<file path="src/rtl/int_ctrl.sv">
// rtl/int_ctrl.sv - 8051 interrupt controller owning TCON/IE/IP with vectored req/ack to the CPU core
module int_ctrl #(
    parameter int SYNC_STAGES = 2
) (
    input  logic       clock,
    input  logic       reset,
    input  logic [7:0] wr_addr,
    input  logic [7:0] data_in,
    input  logic       wr,
    input  logic       wr_bit,
    input  logic       tf0,
    input  logic       tf1,
    input  logic       int0_n,
    input  logic       int1_n,
    input  logic       ser_int,
    input  logic       int_ack,
    input  logic       reti,
    output logic [7:0] tcon,
    output logic [7:0] ie,
    output logic [7:0] ip,
    output logic       int_req,
    output logic [7:0] int_vect
);

    localparam logic [7:0] SFR_TCON = 8'h88;
    localparam logic [7:0] SFR_IE   = 8'hA8;
    localparam logic [7:0] SFR_IP   = 8'hB8;
    localparam logic [7:0] IE_MASK  = 8'h9F;
    localparam logic [7:0] IP_MASK  = 8'h1F;

    typedef enum logic {IDLE, REQ} state_t;

    state_t state, state_next;

    logic [SYNC_STAGES-1:0] sync0, sync1;
    logic       int0_s, int1_s;
    logic       int0_prev, int1_prev;
    logic       tf0_prev, tf1_prev;
    logic       in_svc_hi, in_svc_lo;
    logic [2:0] src_q;
    logic       lvl_q;

    logic [7:0] tcon_next, ie_next, ip_next;
    logic       svc_hi_next, svc_lo_next;
    logic [4:0] pend, pend_hi, pend_lo;
    logic       win_valid, win_hi;
    logic [2:0] win_src;
    logic       ack_fire;

    assign int0_s = sync0[SYNC_STAGES-1];
    assign int1_s = sync1[SYNC_STAGES-1];

    // Bit order matches the fixed in-level priority: IE0, TF0, IE1, TF1, SER
    always_comb begin
        pend      = {ser_int & ie[4], tcon[7] & ie[3], tcon[3] & ie[2],
                     tcon[5] & ie[1], tcon[1] & ie[0]} & {5{ie[7]}};
        pend_hi   = pend & ip[4:0];
        pend_lo   = pend & ~ip[4:0];
        win_valid = 1'b0;
        win_hi    = 1'b0;
        win_src   = 3'd0;
        if (pend_hi != 5'd0 && !in_svc_hi) begin
            win_valid = 1'b1;
            win_hi    = 1'b1;
            for (int i = 4; i >= 0; i--)
                if (pend_hi[i]) win_src = 3'(i);
        end else if (pend_lo != 5'd0 && !in_svc_hi && !in_svc_lo) begin
            win_valid = 1'b1;
            for (int i = 4; i >= 0; i--)
                if (pend_lo[i]) win_src = 3'(i);
        end
    end

    always_comb begin
        state_next = state;
        ack_fire   = 1'b0;
        case (state)
            IDLE: if (win_valid) state_next = REQ;
            REQ: begin
                if (int_ack) begin
                    ack_fire   = 1'b1;
                    state_next = IDLE;
                end
            end
            default: state_next = IDLE;
        endcase
    end

    // Update order gives precedence: software write, then ack clear, then hardware set
    always_comb begin
        tcon_next = tcon;
        ie_next   = ie;
        ip_next   = ip;
        if (wr && !wr_bit) begin
            case (wr_addr)
                SFR_TCON: tcon_next = data_in;
                SFR_IE:   ie_next   = data_in;
                SFR_IP:   ip_next   = data_in;
                default:  ;
            endcase
        end
        if (wr && wr_bit) begin
            case (wr_addr[7:3])
                SFR_TCON[7:3]: tcon_next[wr_addr[2:0]] = data_in[0];
                SFR_IE[7:3]:   ie_next[wr_addr[2:0]]   = data_in[0];
                SFR_IP[7:3]:   ip_next[wr_addr[2:0]]   = data_in[0];
                default:       ;
            endcase
        end
        ie_next = ie_next & IE_MASK;
        ip_next = ip_next & IP_MASK;
        if (ack_fire) begin
            case (src_q)
                3'd0:    if (tcon[0]) tcon_next[1] = 1'b0;
                3'd1:    tcon_next[5] = 1'b0;
                3'd2:    if (tcon[2]) tcon_next[3] = 1'b0;
                3'd3:    tcon_next[7] = 1'b0;
                default: ;
            endcase
        end
        if (tf0 && !tf0_prev) tcon_next[5] = 1'b1;
        if (tf1 && !tf1_prev) tcon_next[7] = 1'b1;
        if (tcon_next[0]) begin
            if (!int0_s && int0_prev) tcon_next[1] = 1'b1;
        end else begin
            tcon_next[1] = !int0_s;
        end
        if (tcon_next[2]) begin
            if (!int1_s && int1_prev) tcon_next[3] = 1'b1;
        end else begin
            tcon_next[3] = !int1_s;
        end
    end

    // RETI retires the innermost level before an ack in the same cycle claims one
    always_comb begin
        svc_hi_next = in_svc_hi;
        svc_lo_next = in_svc_lo;
        if (reti) begin
            if (in_svc_hi)      svc_hi_next = 1'b0;
            else if (in_svc_lo) svc_lo_next = 1'b0;
        end
        if (ack_fire) begin
            if (lvl_q) svc_hi_next = 1'b1;
            else       svc_lo_next = 1'b1;
        end
    end

    always_ff @(posedge clock) begin
        if (!reset) begin
            state     <= IDLE;
            sync0     <= '1;
            sync1     <= '1;
            int0_prev <= 1'b1;
            int1_prev <= 1'b1;
            tf0_prev  <= 1'b0;
            tf1_prev  <= 1'b0;
            tcon      <= 8'h00;
            ie        <= 8'h00;
            ip        <= 8'h00;
            in_svc_hi <= 1'b0;
            in_svc_lo <= 1'b0;
            src_q     <= 3'd0;
            lvl_q     <= 1'b0;
            int_req   <= 1'b0;
            int_vect  <= 8'h00;
        end else begin
            state     <= state_next;
            sync0     <= {sync0[SYNC_STAGES-2:0], int0_n};
            sync1     <= {sync1[SYNC_STAGES-2:0], int1_n};
            int0_prev <= int0_s;
            int1_prev <= int1_s;
            tf0_prev  <= tf0;
            tf1_prev  <= tf1;
            tcon      <= tcon_next;
            ie        <= ie_next;
            ip        <= ip_next;
            in_svc_hi <= svc_hi_next;
            in_svc_lo <= svc_lo_next;
            int_req   <= (state_next == REQ);
            if (state == IDLE && win_valid) begin
                src_q    <= win_src;
                lvl_q    <= win_hi;
                int_vect <= 8'h03 + {2'b00, win_src, 3'b000};
            end
        end
    end

endmodule

</file>
<file path="config.mk">
export PLATFORM = sky130hd
export DESIGN_NAME = int_ctrl
export DESIGN_NICKNAME = d
export VERILOG_FILES = /design/src/rtl/int_ctrl.sv
export SDC_FILE = /design/constraint.sdc
export NUM_CORES = 1
export LEC_CHECK = 0
export CORE_MARGIN = 2
export CORE_UTILIZATION = 35
export CTS_CLUSTER_DIAMETER = 200
export DETAILED_ROUTE_END_ITERATION = 8
export SLEW_MARGIN = 5
export SYNTH_ARGS = -nofsm -noshare
export SYNTH_HDL_FRONTEND = slang
export SYNTH_SLANG_ARGS = --single-unit
</file>
<file path="constraint.sdc">
create_clock -name clock -period 2.2 [get_ports clock]
set_input_delay 0.44 -clock clock [delete_from_list [all_inputs] [get_ports clock]]
set_output_delay 0.44 -clock clock [all_outputs]
set_load 0.03 [all_outputs]
</file>
Word level (Yosys, flattened, before mapping)
Index checks and enable logic that the tools add are counted.
{ "classes": {"addsub": 1, "n_lt_le_gt_ge": 2, "n_eq_ne": 9, "n_mux": 60, "bitwise": 10, "reduce_logical": 21} }
{ "ops": {"columns": ["op", "n"], "rows": [
  ["8-bit 2-to-1 mux", 10],
  ["3-bit 2-to-1 mux", 12],
  ["1-bit 2-to-1 mux", 31],
  ["8-bit bitwise mux", 3],
  ["8-bit equality test, second input constant", 3],
  ["5-bit bitwise AND", 3],
  ["5-bit equality test, second input constant", 3],
  ["1-bit logical AND", 11],
  ["5-bit 2-to-1 mux", 2],
  ["5-bit nonzero test", 2],
  ["2-bit by 6-bit adder with 7-bit output, first input constant", 1],
  ["1-bit zero test", 7],
  ["3-bit by 2-bit equality test with 1-bit output, second input constant", 2],
  ["1-bit bitwise AND", 5],
  ["5-bit inverter", 1],
  ["3-bit by 4-bit less-than comparator with 1-bit output, second input constant", 1],
  ["1-bit demux with 3-bit select", 1],
  ["3-bit by 1-bit equality test with 1-bit output, second input constant", 1],
  ["3-bit by 1-bit >= comparator with 1-bit output, second input constant", 1],
  ["3-bit zero test", 1],
  ["1-bit one-hot mux with 2 select lines", 1],
  ["1-bit inverter", 1]
]} }
{ "word_totals": {"register_bits": 47, "out_inout_bits": 33} }

Longest topological paths before layout
{ "depth": {"word_depth": 12, "mapped_depth": 7} }

Worst setup path after synthesis
OpenSTA, ideal clock, no wires.
{ "synth_path": {"kind": "register to register", "start": "reg ie[7]", "end": "reg src_q[0]", "arrival_ps": 1734, "t_required_ps": 2081, "path_slack_ps": 347, "path_stages_with_launch": 7, "path_buffers": 1, "period_less_slack_ps": 1853, "path_cell_list": "dfxtp_1 buf_2 nand4b_1 o21a_1 a311o_1 o21a_1 o221a_2"} }
{ "synth_via": {"elab_chain_cells": 8} }
{ "synth_lines": {"columns": ["item", "line_no", "rtl"], "rows": [
  ["from (decl)", "19", "output logic [7:0] ie,"],
  ["from (signal assigned)", "176", "ie <= ie_next;"],
  ["5-bit bitwise AND (*)", "56", "tcon[5] & ie[1], tcon[1] & ie[0]} & {5{ie[7]}};"],
  ["5-bit bitwise AND", "58", "pend_lo = pend & ~ip[4:0];"],
  ["3-bit 2-to-1 mux / 5-bit nonzero test (equally long branches)", "70, 67", null],
  ["3-bit 2-to-1 mux / 1-bit logical AND (equally long branches) (2 in series)", "70, 67", null],
  ["3-bit 2-to-1 mux / 1-bit 2-to-1 mux (equally long branches)", "70, 67", null],
  ["3-bit 2-to-1 mux / 1-bit 2-to-1 mux (equally long branches)", "67, 62", null],
  ["3-bit 2-to-1 mux / 1-bit logical AND (equally long branches)", "62, 181", null],
  ["to (signal assigned)", "182", "src_q <= win_src;"],
  ["to (decl)", "40", "logic [2:0] src_q;"]
]} }
Mark *: on every way between the ends. The rest lies on a longest branch, timed or not.
A chain may end at the register's enable or synchronous reset.

Final worst setup path
{ "layout_path": {"start": "reg ie[7]", "end": "out ie[7]"} }
No word-level cell between the ends.

==> results.toml <==
[run_status]
status = "complete, no violations"

[timing]
slew_viol_final = 0
worst_pin_slew_ns = 0.500
fin_crit_ns = 2.07
rsz0062_at_grt = "false"
max_slew_margin_pct = 66.6
clock_skew_ns = 0.00426
setup_viol_count_final = 0
fmax_ghz = 0.483
setup_tns_ns = 0
fin_crit_sh_pct = 94.0
hold_viol_final = 0
finalWorstSetupSlack_ns = 0.131

[power_and_ir_drop]
pwr-share-seq_pct = 48.2
p_clk_share_pct = 37.2
switching_share_pct = 24.0
p_int_mw = 1.03
p_sw_mw = 0.326
combPwrFrac_pct = 14.6
p_total_mw = 1.36
leakagePower_nw = 0.999
power_density_nw_per_um2 = 496
ir_worst_vdd_mv = 0.320

[setup_path]
crit_slowest_cell = "clkdlybuf4s50_1"
reg2reg_from = "ie[7]"
cp_cell_sequence = "clkdlybuf4s50_1"
critPathBufInv = 1
endpoint_kind = "output port"
critPathRequiredTime_ns = 1.76
worstRegToRegCells = 5
crit_type = "reg -> out"
r2r_end = "src_q[0]"
path_depth = 1
critical_path.startpoint = "ie[7]"
crit_fanout = 15
crit_path_end = "ie[7]"
startpoint_type = "flip-flop"
cp.arrival_ns = 1.63
r2r_setup_slack_ns = 0.28
path_delay_family = "buffers and inverters"
max_stage_delay_ns = 0.75

[synthesis]
synth_area_um2 = 1940
synth.yosys.warnings = 0
synthArstFlopShare_pct = 0
ys_ff_latch = 35
synth_seq_area_share_pct = 36.0
synth-main-ff-cell = "dfxtp_1"
synth_area_per_cell_um2 = 8.84
synth_cells = 220
synth_cell_type_count = 53
synth_edf_count = 0

[run]
cap_violations = 0

[grt]
grt-ovfl-total = 0
grt_usage_pct = 17.4
grt_start_max_net_pins = 17
antenna_found_initial = 0
grt_pass1_vias = 1808
grt_pass1_wl_um = 8440

[placement]
port_buffers = 51
place_area_um2 = 2630
globalplace.congestion = 0.801
place_inst = 358
dp_slack_ns = -0.119
dp_hpwl_um = 4130

[routing]
drtPass1Iterations = 4
vias = 1891
drc_errors = 0
wire_per_inst_um = 14.0
vias_per_cell = 5.17
wl_um = 5130
ant_nets = 0
drtIter0Drc = 113

[final_layout]
final_area_um2 = 2730
fin_nets = 320
final_cell_mix = "clkdlybuf4s50_1, dfxtp_1, buf_4, a21oi_1, nor2_1"
stdcell_count = 366
syn_to_final_growth_pct = 40.5
fillers = 548
layout_commonest_cell = "clkdlybuf4s50_1"
diodes = 0
drive_above_1_share_pct = 16.7

[floorplanning]
ios = 60
rows = 27
core_um2 = 5440
initial_core_util_pct = 35.7
die-area_um2 = 6170
dieHeight_um = 78.5
die_width_um = 78.5

[cts]
clkLatencyLatePin_ns = 0.28
cts_resized = 0
htree_num_levels = 2
cts_tree = "done"
clkTransAtPathRegs_ns = 0.07
clockRootBuffer = "clkbuf_8"
cts.sinks = 35
cts_setup_buffers = 0
hold_buffers = 0
cts_made_buffers = 5
cts_max_path_buffers = 2

[worst_hold_path]
hp-class = "reg -> reg"
==> registers in the layout (all words and copies together) (netlist names), 2 cells and up <==
signal  cells
sync1       2
ip          5
sync0       2
tcon        8
src_q       3
ie          6
==> worst reg2reg max path, stage by stage, from the launching register on <==
cell	delay (ns)
dfxtp_1	0.59
and4b_1	0.32
nor2_1	0.06
a311o_1	0.37
a21oi_2	0.29
o221a_2	0.23
==> synthesized netlist by cell type, types with 2 or more instances <==
master / count / share of area, %
dfxtp_1: 35 / 36
a21oi_1: 18 / 4.6
nor2_1: 15 / 2.9
nand2_1: 12 / 2.3
buf_4: 10 / 3.9
nand2b_1: 10 / 3.2
nand3_1: 8 / 2.1
a211oi_1: 7 / 2.7
o21ai_0: 7 / 1.8
inv_1: 6 / 1.2
nand4_1: 6 / 1.9
o21a_1: 6 / 2.3
buf_6: 5 / 2.9
o22ai_1: 5 / 1.6
a31oi_1: 4 / 1.3
and4b_1: 4 / 2.1
mux2i_1: 4 / 2.1
nand4b_1: 4 / 1.8
clkbuf_1: 3 / 0.58
nor3_1: 3 / 0.77
o32ai_1: 3 / 1.4
or3_1: 3 / 0.97
a21o_1: 2 / 0.77
a21oi_2: 2 / 0.90
a41oi_1: 2 / 0.90
and4_1: 2 / 0.90
buf_2: 2 / 0.51
nand3b_1: 2 / 0.77
nor2b_1: 2 / 0.64
nor3b_1: 2 / 0.77
nor4b_1: 2 / 0.90
o21ba_2: 2 / 1.0
o32a_1: 2 / 1.0
==> power by group through the flow <==
stage	Sequential [mW]	Combinational, mW	Clock, mW
6_report	0.653	0.198	0.505
5_1_grt	0.654	0.214	0.540
4_1_cts	0.652	0.199	0.513
3_5_place_dp	0.667	0.198	0
3_3_place_gp	0.666	0.198	0
2_1_floorplan	0.674	0.102	0
==> kinds of logic after synthesis <==
logic type | count (synthesis) | share of synthesized area [%]
other cells | 1 | 0.193
mux | 4 | 2.06
buf+inv | 27 | 9.27
xor+xnor | 1 | 0.451
flops | 35 | 36.0
compound gates | 70 | 26.3
simple gates | 82 | 25.7
==> stage by stage <==
stage	hold slack (ns)	utilization (%)
after floorplan	0.386	-
after global placement	0.389	48.4
after detailed placement	0.397	48.4
after CTS	0.413	50.2
after global routing	0.430	50.2
final	0.408	50.2
==> worst min path at each step <==
stage	startpoint	endpoint	slack [ns]	cells after the start
global placement	sync1[0]	sync1[1]	0.39	1
CTS	sync0[0]	sync0[1]	0.41	1
finish	sync0[0]	sync0[1]	0.41	1
detailed placement	sync0[0]	sync0[1]	0.40	1
global route	sync0[0]	sync0[1]	0.43	1
floorplan	sync0[0]	sync0[1]	0.39	1
==> cell type report <==
cell class                 instances  area, um2  area share, %
multi-input combinational        165       1090           39.9
timing repair buffer              80        728           26.7
sequential                        35        701           25.7
clock buffer                       8        100           3.66
tap                               72       90.1           3.30
inverter                           6       22.5          0.825
==> routing by layer <==
metal	track usage [%]	up-vias	wire, um
met4	5.61	0	45
met3	4.14	4	183
met2	29.1	48	2480
met1	21.8	879	2430
met5	0	-	0
li1	-	960	-
Note: power is estimated with default switching activity, not from simulation.
